===== config.mk =====
export PLATFORM = sky130hd
export DESIGN_NAME = apc_stream_accumulator_flat
export DESIGN_NICKNAME = d
export VERILOG_FILES = /design/src/rtl/apc_stream_accumulator_if.sv /design/src/rtl/apc_stream_accumulator.sv /design/src/flat_wrapper.sv
export SDC_FILE = /design/constraint.sdc
export NUM_CORES = 1
export LEC_CHECK = 0
export CORE_ASPECT_RATIO = 0.5
export CORE_MARGIN = 10
export CORE_UTILIZATION = 59
export CTS_CLUSTER_SIZE = 25
export DETAILED_ROUTE_END_ITERATION = 12
export PLACE_DENSITY = 0.84
export SKIP_LAST_GASP = 1
export SLEW_MARGIN = 0
export SYNTH_ARGS = -nofsm -noshare
export SYNTH_HDL_FRONTEND = slang
export SYNTH_SLANG_ARGS = --single-unit

===== constraint.sdc =====
create_clock -name clk -period 5 [get_ports clk]
set_input_delay 1.5 -clock clk [delete_from_list [all_inputs] [get_ports clk]]
set_output_delay 1.5 -clock clk [all_outputs]
set_load 0.02 [all_outputs]

===== src/rtl/apc_stream_accumulator_if.sv =====
// apc_stream_accumulator_if: count stream in, result stream out.
// Both directions use a valid/ready handshake.
interface apc_stream_accumulator_if #(
  parameter int ACC_WIDTH = 12
);
  logic                 in_valid;
  logic [3:0]           in_sum;
  logic                 in_ready;
  logic                 out_valid;
  logic [ACC_WIDTH:0]   out_data;
  logic                 out_ready;

  modport master (
    output in_valid,
    output in_sum,
    output out_ready,
    input  in_ready,
    input  out_valid,
    input  out_data
  );

  modport slave (
    input  in_valid,
    input  in_sum,
    input  out_ready,
    output in_ready,
    output out_valid,
    output out_data
  );
endinterface


===== src/rtl/apc_stream_accumulator.sv =====
// apc_stream_accumulator: sums STREAM_LEN APC counts per stream
// and returns a unipolar count or a bipolar signed value.
module apc_stream_accumulator #(
  parameter int STREAM_LEN = 256,
  parameter int ACC_WIDTH  = 12
) (
  input  logic clk,
  input  logic rst,
  input  logic start,
  input  logic mode,
  output logic busy,
  apc_stream_accumulator_if.slave bus
);
  localparam int CW = $clog2(STREAM_LEN);
  localparam logic [CW-1:0] LAST = CW'(STREAM_LEN - 1);
  localparam logic [ACC_WIDTH:0] BIAS =
    (ACC_WIDTH + 1)'(15 * STREAM_LEN);

  typedef enum logic [1:0] {
    IDLE,
    ACCUM,
    DONE
  } state_t;

  state_t state;
  state_t state_d;

  logic [ACC_WIDTH-1:0] acc;
  logic [CW-1:0]        cnt;
  logic                 mode_q;
  logic [ACC_WIDTH:0]   data_q;

  logic                 fire;
  logic                 last;
  logic                 load;
  logic [ACC_WIDTH-1:0] sum_w;
  logic [ACC_WIDTH:0]   result;

  assign fire  = (state == ACCUM) && bus.in_valid;
  assign last  = fire && (cnt == LAST);
  assign load  = start && ((state == IDLE) ||
                 ((state == DONE) && bus.out_ready));
  assign sum_w = acc + ACC_WIDTH'(bus.in_sum);

  // 2*final - 15*N is the bipolar value; width ACC_WIDTH+1 always fits.
  assign result = mode_q ? ({sum_w, 1'b0} - BIAS)
                         : {1'b0, sum_w};

  assign bus.in_ready  = (state == ACCUM);
  assign bus.out_valid = (state == DONE);
  assign bus.out_data  = data_q;
  assign busy          = (state != IDLE);

  // State register.
  always_ff @(posedge clk or posedge rst) begin
    if (rst) begin
      state <= IDLE;
    end else begin
      state <= state_d;
    end
  end

  // Next-state: DONE may chain straight into a new stream.
  always_comb begin
    state_d = state;
    unique case (state)
      IDLE: begin
        if (start) state_d = ACCUM;
      end
      ACCUM: begin
        if (last) state_d = DONE;
      end
      DONE: begin
        if (bus.out_ready) state_d = start ? ACCUM : IDLE;
      end
      default: state_d = IDLE;
    endcase
  end

  // Datapath: clear on a new stream, add on each beat, latch result.
  always_ff @(posedge clk or posedge rst) begin
    if (rst) begin
      acc    <= '0;
      cnt    <= '0;
      mode_q <= 1'b0;
      data_q <= '0;
    end else begin
      if (load) begin
        acc    <= '0;
        cnt    <= '0;
        mode_q <= mode;
      end else if (fire) begin
        acc <= sum_w;
        cnt <= cnt + CW'(1);
      end
      if (last) data_q <= result;
    end
  end
endmodule


===== src/flat_wrapper.sv =====
// flat-port wrapper written by rule: the top's interface ports become plain ports
module apc_stream_accumulator_flat 
#(
  parameter int STREAM_LEN = 256,
  parameter int ACC_WIDTH  = 12
)
  (clk, rst, start, mode, busy, bus_in_valid, bus_in_sum, bus_out_ready, bus_in_ready, bus_out_valid, bus_out_data);
  apc_stream_accumulator_if #(.ACC_WIDTH(ACC_WIDTH)) bus_i ();
  input  logic clk;
  input  logic rst;
  input  logic start;
  input  logic mode;
  output logic busy;
  input wire logic [$bits(bus_i.in_valid)-1:0] bus_in_valid;
  input wire logic [$bits(bus_i.in_sum)-1:0] bus_in_sum;
  input wire logic [$bits(bus_i.out_ready)-1:0] bus_out_ready;
  output wire logic [$bits(bus_i.in_ready)-1:0] bus_in_ready;
  output wire logic [$bits(bus_i.out_valid)-1:0] bus_out_valid;
  output wire logic [$bits(bus_i.out_data)-1:0] bus_out_data;
  assign bus_i.in_valid = bus_in_valid;
  assign bus_i.in_sum = bus_in_sum;
  assign bus_i.out_ready = bus_out_ready;
  assign bus_in_ready = bus_i.in_ready;
  assign bus_out_valid = bus_i.out_valid;
  assign bus_out_data = bus_i.out_data;
  apc_stream_accumulator #(.STREAM_LEN(STREAM_LEN), .ACC_WIDTH(ACC_WIDTH)) u_core (.clk(clk), .rst(rst), .start(start), .mode(mode), .busy(busy), .bus(bus_i));
endmodule

# After elaboration in Yosys (flattened, before gate mapping)
# Cells that the tools add are included.
word_totals:
  register_bits: 36
  inputBits: 10
  output_inout_bits: 16
  word_cells: 33
op_classes:
  add_sub_neg: 3
  eq_ne: 6
  n_mux: 10
  n_reduce_logical: 9
op_table:
  columns: ["cell", "n"]
  rows:
  - ["$mux 12", 2]
  - ["$mux 8", 2]
  - ["$mux 13", 1]
  - ["$sub 13x12->13 const B", 1]
  - ["$add 12x4->12", 1]
  - ["$add 8x1->8 const B", 1]
  - ["$eq 8x8->1 const B", 1]
  - ["$mux 2", 3]
  - ["$pmux 2 s3", 1]
  - ["$logic_and 1x1->1", 4]
  - ["$ne 2x2->1 const B", 2]
  - ["$reduce_bool 2->1", 2]
  - ["$reduce_and 3->1", 1]
  - ["$eq 2x1->1 const B", 1]
  - ["$eq 2x2->1 const B", 1]
  - ["$logic_not 2->1", 1]
  - ["$ne 2x1->1 const B", 1]
  - ["$logic_or 1x1->1", 1]
  - ["$mux 1", 1]

# Depth between registers and ports, before layout
logic_depth:
  ltp_word: 5
  depth_mapped: 9
  mapped_depth_nobuf: 9

# Least setup slack after synthesis
# OpenSTA, ideal clock, no wires.
synth_timing:
  path_type: "input to register"
  startpoint: "in bus_in_sum[0]"
  endpoint: "reg u_core.data_q[12], in the netlist u_core.bus.out_data[12]"
  setup_time_ps: 76
  arrival_time_ps: 3271
  required_time_ps: 4924
  setup_slack_ps: 1652
  path_stages: 9
  n_path_buf: 0
  path_cell_list: "ha_1 -> inv_1 -> fa_1 -> nand2b_2 -> a2111oi_4 -> xor2_1 -> o311ai_1 -> xor2_1 -> o21ai_1"
synth_between:
  elab_chain_len: 3
synth_rtl:
  columns: ["item", "line_no", "text"]
  rows:
  - ["start: declaration", "flat_wrapper.sv:15", "input wire logic [$bits(bus_i.in_sum)-1:0] bus_in_sum;"]
  - ["$add 12x4->12", "apc_stream_accumulator.sv:43", "assign sum_w = acc + ACC_WIDTH'(bus.in_sum);"]
  - ["$sub 13x12->13", "apc_stream_accumulator.sv:46", "assign result = mode_q ? ({sum_w, 1'b0} - BIAS)"]
  - ["$mux 13", "apc_stream_accumulator.sv:46", null]
  - ["end signal: assignment", "apc_stream_accumulator.sv:96", "if (last) data_q <= result;"]
  - ["end: declaration", "apc_stream_accumulator.sv:31", "logic [ACC_WIDTH:0] data_q;"]
# No other way between the ends.
# A chain may end at the register's enable or synchronous reset.

# Final worst setup path
# Same ends and word-level chain as after synthesis.

==> reports/results.tsv <==
stage	metric	value	unit
power	IR drop worst, VDD	0.2171	mV
floorplanning	die width	104.6	microns
routing	DRC violations left	0	
synth	cell type with the highest aggregate area in the netlist	dfrtp_1	
setup_path	source of the critical timing path	bus_in_sum[0]	
routing	total number of vias	1730	
cells_and_area	Finished Layout Cells	297	
setup_path	peak fanout along the critical path	5	
setup_path	CP Depth	10	
sta	clock skew	5.931	ps
placement	Port-buffer cells	25	
synth	Syn Area/Cell	9.557	sq um
sta	slew margin rel.	40.52	%
routing	Routed met3 length	310	microns
synth	number of synthesized register bits	36	
synth	Post-synth top flop	dfrtp_1	
outcome	outcome	complete, no violations	
synth	Post-synth ARST share	100.0	%
clock_network	# H-tree levels	2	
setup_path	CP peak stage delay	460	ps
floorplanning	Initial Util	61.49	%
power	Tot Pwr	1029	uW
setup_path	r2r worst-path depth	9	
routing	wire per inst	15.61	microns
sta	total negative slack	0	ps
routing	Initial DRC Count	83	
sta	Tcrit/Tclk final	75.42	%
floorplanning	row cnt	15	
sta	endpoints failing hold	0	
routing	ANT nets after route	0	
setup_path	Reg-to-Reg End	u_core.bus.out_data[12]	
clock_network	cts bufs inserted	5	
setup_path	Cell Chain, Critical Path	clkdlybuf4s50_1 -> ha_1 -> inv_1 -> fa_1 -> nand2b_2 -> a21oi_1 -> nor3_1 -> o311ai_1 -> xor2_1 -> o21ai_1	
placement	routability cong.	0.9903	
global_route	total gr overflow	0	
clock_network	PostCTS Resize Cnt	0	
sta	worst slew pin tran	888.9	ps
clock_network	Clock Sinks	36	
synth	ranking of synthesized cells by area	dfrtp_1 43%, nand2_1 5.2%, o21ai_0 5.0%	
routing	Metal-1 WL	2.041	mm
cells_and_area	NumNets Final	261	
hold_path	min-delay worst type	flip-flop to flip-flop	
routing	Total Routed Length	4.636	mm
hold_path	hold depth	2	
cells_and_area	Layout area overhead	18.31	%
clock_network	Worst-Skew Late Latency	290	ps
sta	max-slew violation count	0	
synth	yosys warns	0	
clock_network	Hold-fix buffers, CTS	0	
setup_path	Worst setup EP type	flip-flop	
power	P per Cell Area	411.7	nW/um^2
placement	Placed Cells incl. Taps	289	
cells_and_area	layout cells sized above 1	10.98	%
placement	Post-DP HPWL	3.447	mm
global_route	antenna violations before repair	0	
synth	synthesized cell area	2112	sq um
routing	top layer in use	met4	
sta	FMAX	265.2	MHz
power	Psw	391.3	uW
synth	sequential fraction of the synthesis area	42.65	%
synth	Post-synth EDFFs	0	
power	Switching Fraction	38.04	%
global_route	largest net degree at the start of global routing	37	
clock_network	Post-CTS Setup Repair Bufs	0	
routing	drt pass-1 iters	4	
floorplanning	DIE AREA	6518	sq um
setup_path	R2R Setup Slk	2540	ps
synth	Mapped Cells	221	
floorplanning	Chip Height	62.31	microns
global_route	vias in the first global route	1657	
setup_path	slowest stage cell, crit path	clkdlybuf4s50_1	
setup_path	Worst Setup EP	u_core.bus.out_data[12]	
setup_path	CP startpoint kind	input port	
synth	share of the synthesized area in the top cell type	42.65	%
synth	Synth top cells by count	36 x dfrtp_1, 29 x nand2_1, 21 x o21ai_0	
setup_path	Crit path arrival time	3950	ps
power	Comb power frac	36.0	%
clock_network	clk buf depth	2	
floorplanning	Core ar.	3435	sq um
setup_path	Setup Crit Path Kind	input port to flip-flop	
setup_path	reg-to-reg startpoint	u_core.acc[0]	
power	Clk pwr share	24.4	%
run	max-cap violation count	0	
setup_path	worst path bufs/invs	2	
global_route	Tot GR Track Use	14.77	%
clock_network	CTS tree	yes	
setup_path	Worst Path Required	5180	ps
sta	post-layout min period	3771	ps
clock_network	clk slew on worst S/H paths	70	ps
synth	Mapped Nets	237	
sta	RSZ-0062 raised after global routing	false	
setup_path	cell family with most CP delay	compound AO/OA/AOI/OAI gates	
clock_network	Root Buffer	clkbuf_8	
sta	WHS	478.9	ps
sta	Setup Viol. Count Final	0	
routing	WL met2	2.197	mm
power	Pleak	0.001056	uW
power	Internal Power	637.4	uW
synth	Synth cell types	52	
global_route	first-pass GRT wire length	8.059	mm
routing	vias per inst	5.825	
synth	cell with the most instances after synthesis	dfrtp_1	
cells_and_area	# diodes	0	
floorplanning	number of I/O pins	26	
power	Seq pwr share	39.6	%
## sequential cells by signal (all words and copies together), names as in the netlist
| signal | flops |
|---|---|
| u_core.acc | 12 |
| u_core.bus.out_data | 13 |
| u_core.cnt | 8 |
| u_core.mode_q | 1 |
| u_core.state | 2 |
## worst min-delay path by stage
stage / from / end / slack [ps]
after floorplan: u_core.acc[2] / u_core.acc[2] / 450
after global placement: u_core.bus.out_data[6] / u_core.bus.out_data[6] / 460
after detailed placement: u_core.bus.out_data[3] / u_core.bus.out_data[3] / 470
after CTS: u_core.bus.out_data[3] / u_core.bus.out_data[3] / 490
after global routing: u_core.bus.out_data[1] / u_core.bus.out_data[1] / 510
final: u_core.bus.out_data[3] / u_core.bus.out_data[3] / 480
## power groups by stage
stage / Clock [uW] / Sequential (uW) / Combinational, uW
floorplan: 0 / 384 / 305
global placement: 0 / 408 / 352
CTS: 255 / 407 / 368
finish: 251 / 408 / 370
global route: 274 / 417 / 413
detailed placement: 0 / 412 / 364
## worst reg2reg max path, cell delays in order (launching register included)
cell and delay (ps):
dfrtp_1 350, ha_1 210, inv_1 70, fa_1 400, nand2b_2 270, a21oi_1 310
nor3_1 120, o311ai_1 360, xor2_1 180, o21ai_1 70
## through the flow
stage | setup WS [ps] | area [sq um] | utilization, %
detailed placement | 934.3 | 2391 | 69.62
global placement | 1035 | 2391 | 69.62
floorplan | 1652 | 2112 | -
finish | 1229 | 2499 | 72.75
CTS | 1256 | 2499 | 72.75
global route | 1100 | 2499 | 72.75
## cell usage in the layout (no fill, tap or decap), drive strengths merged, types with 5 or more instances in the layout
master	synthesis	layout
ha	5	5
o21ai	24	24
clkbuf	4	6
xnor2	8	8
a21oi	8	8
xor2	10	10
inv	6	6
nor2	17	17
dfrtp	36	36
nand2	29	29
clkdlybuf4s50	0	25
a211oi	5	5
nand3	9	9
## cells by family after synthesis
group | synth area share [%]
AOI/OAI and AO/OA | 20.20
buffers and inverters | 3.258
and+or+nand+nor | 20.50
adders and majority gates | 3.910
xor gates and xnor gates | 7.464
DFF | 42.65
muxes | 2.014
## routing by layer
metal / vias to the layer above / track usage [%]
li1: 827 / -
met1: 837 / 18.86
met2: 55 / 23.83
met3: 11 / 4.733
met4: 0 / 3.401
met5: - / 0
## area by class of cell
class / count / area, sq um
sequential: 36 / 900.9
timing repair buffer: 26 / 257.7
clock buffer: 6 / 72.57
inverter: 7 / 26.28
fill: 270 / 935.9
tap: 51 / 63.81
clock inverter: 2 / 35.03
multi-input combinational: 169 / 1142
Power figures use the tool's default switching activity.
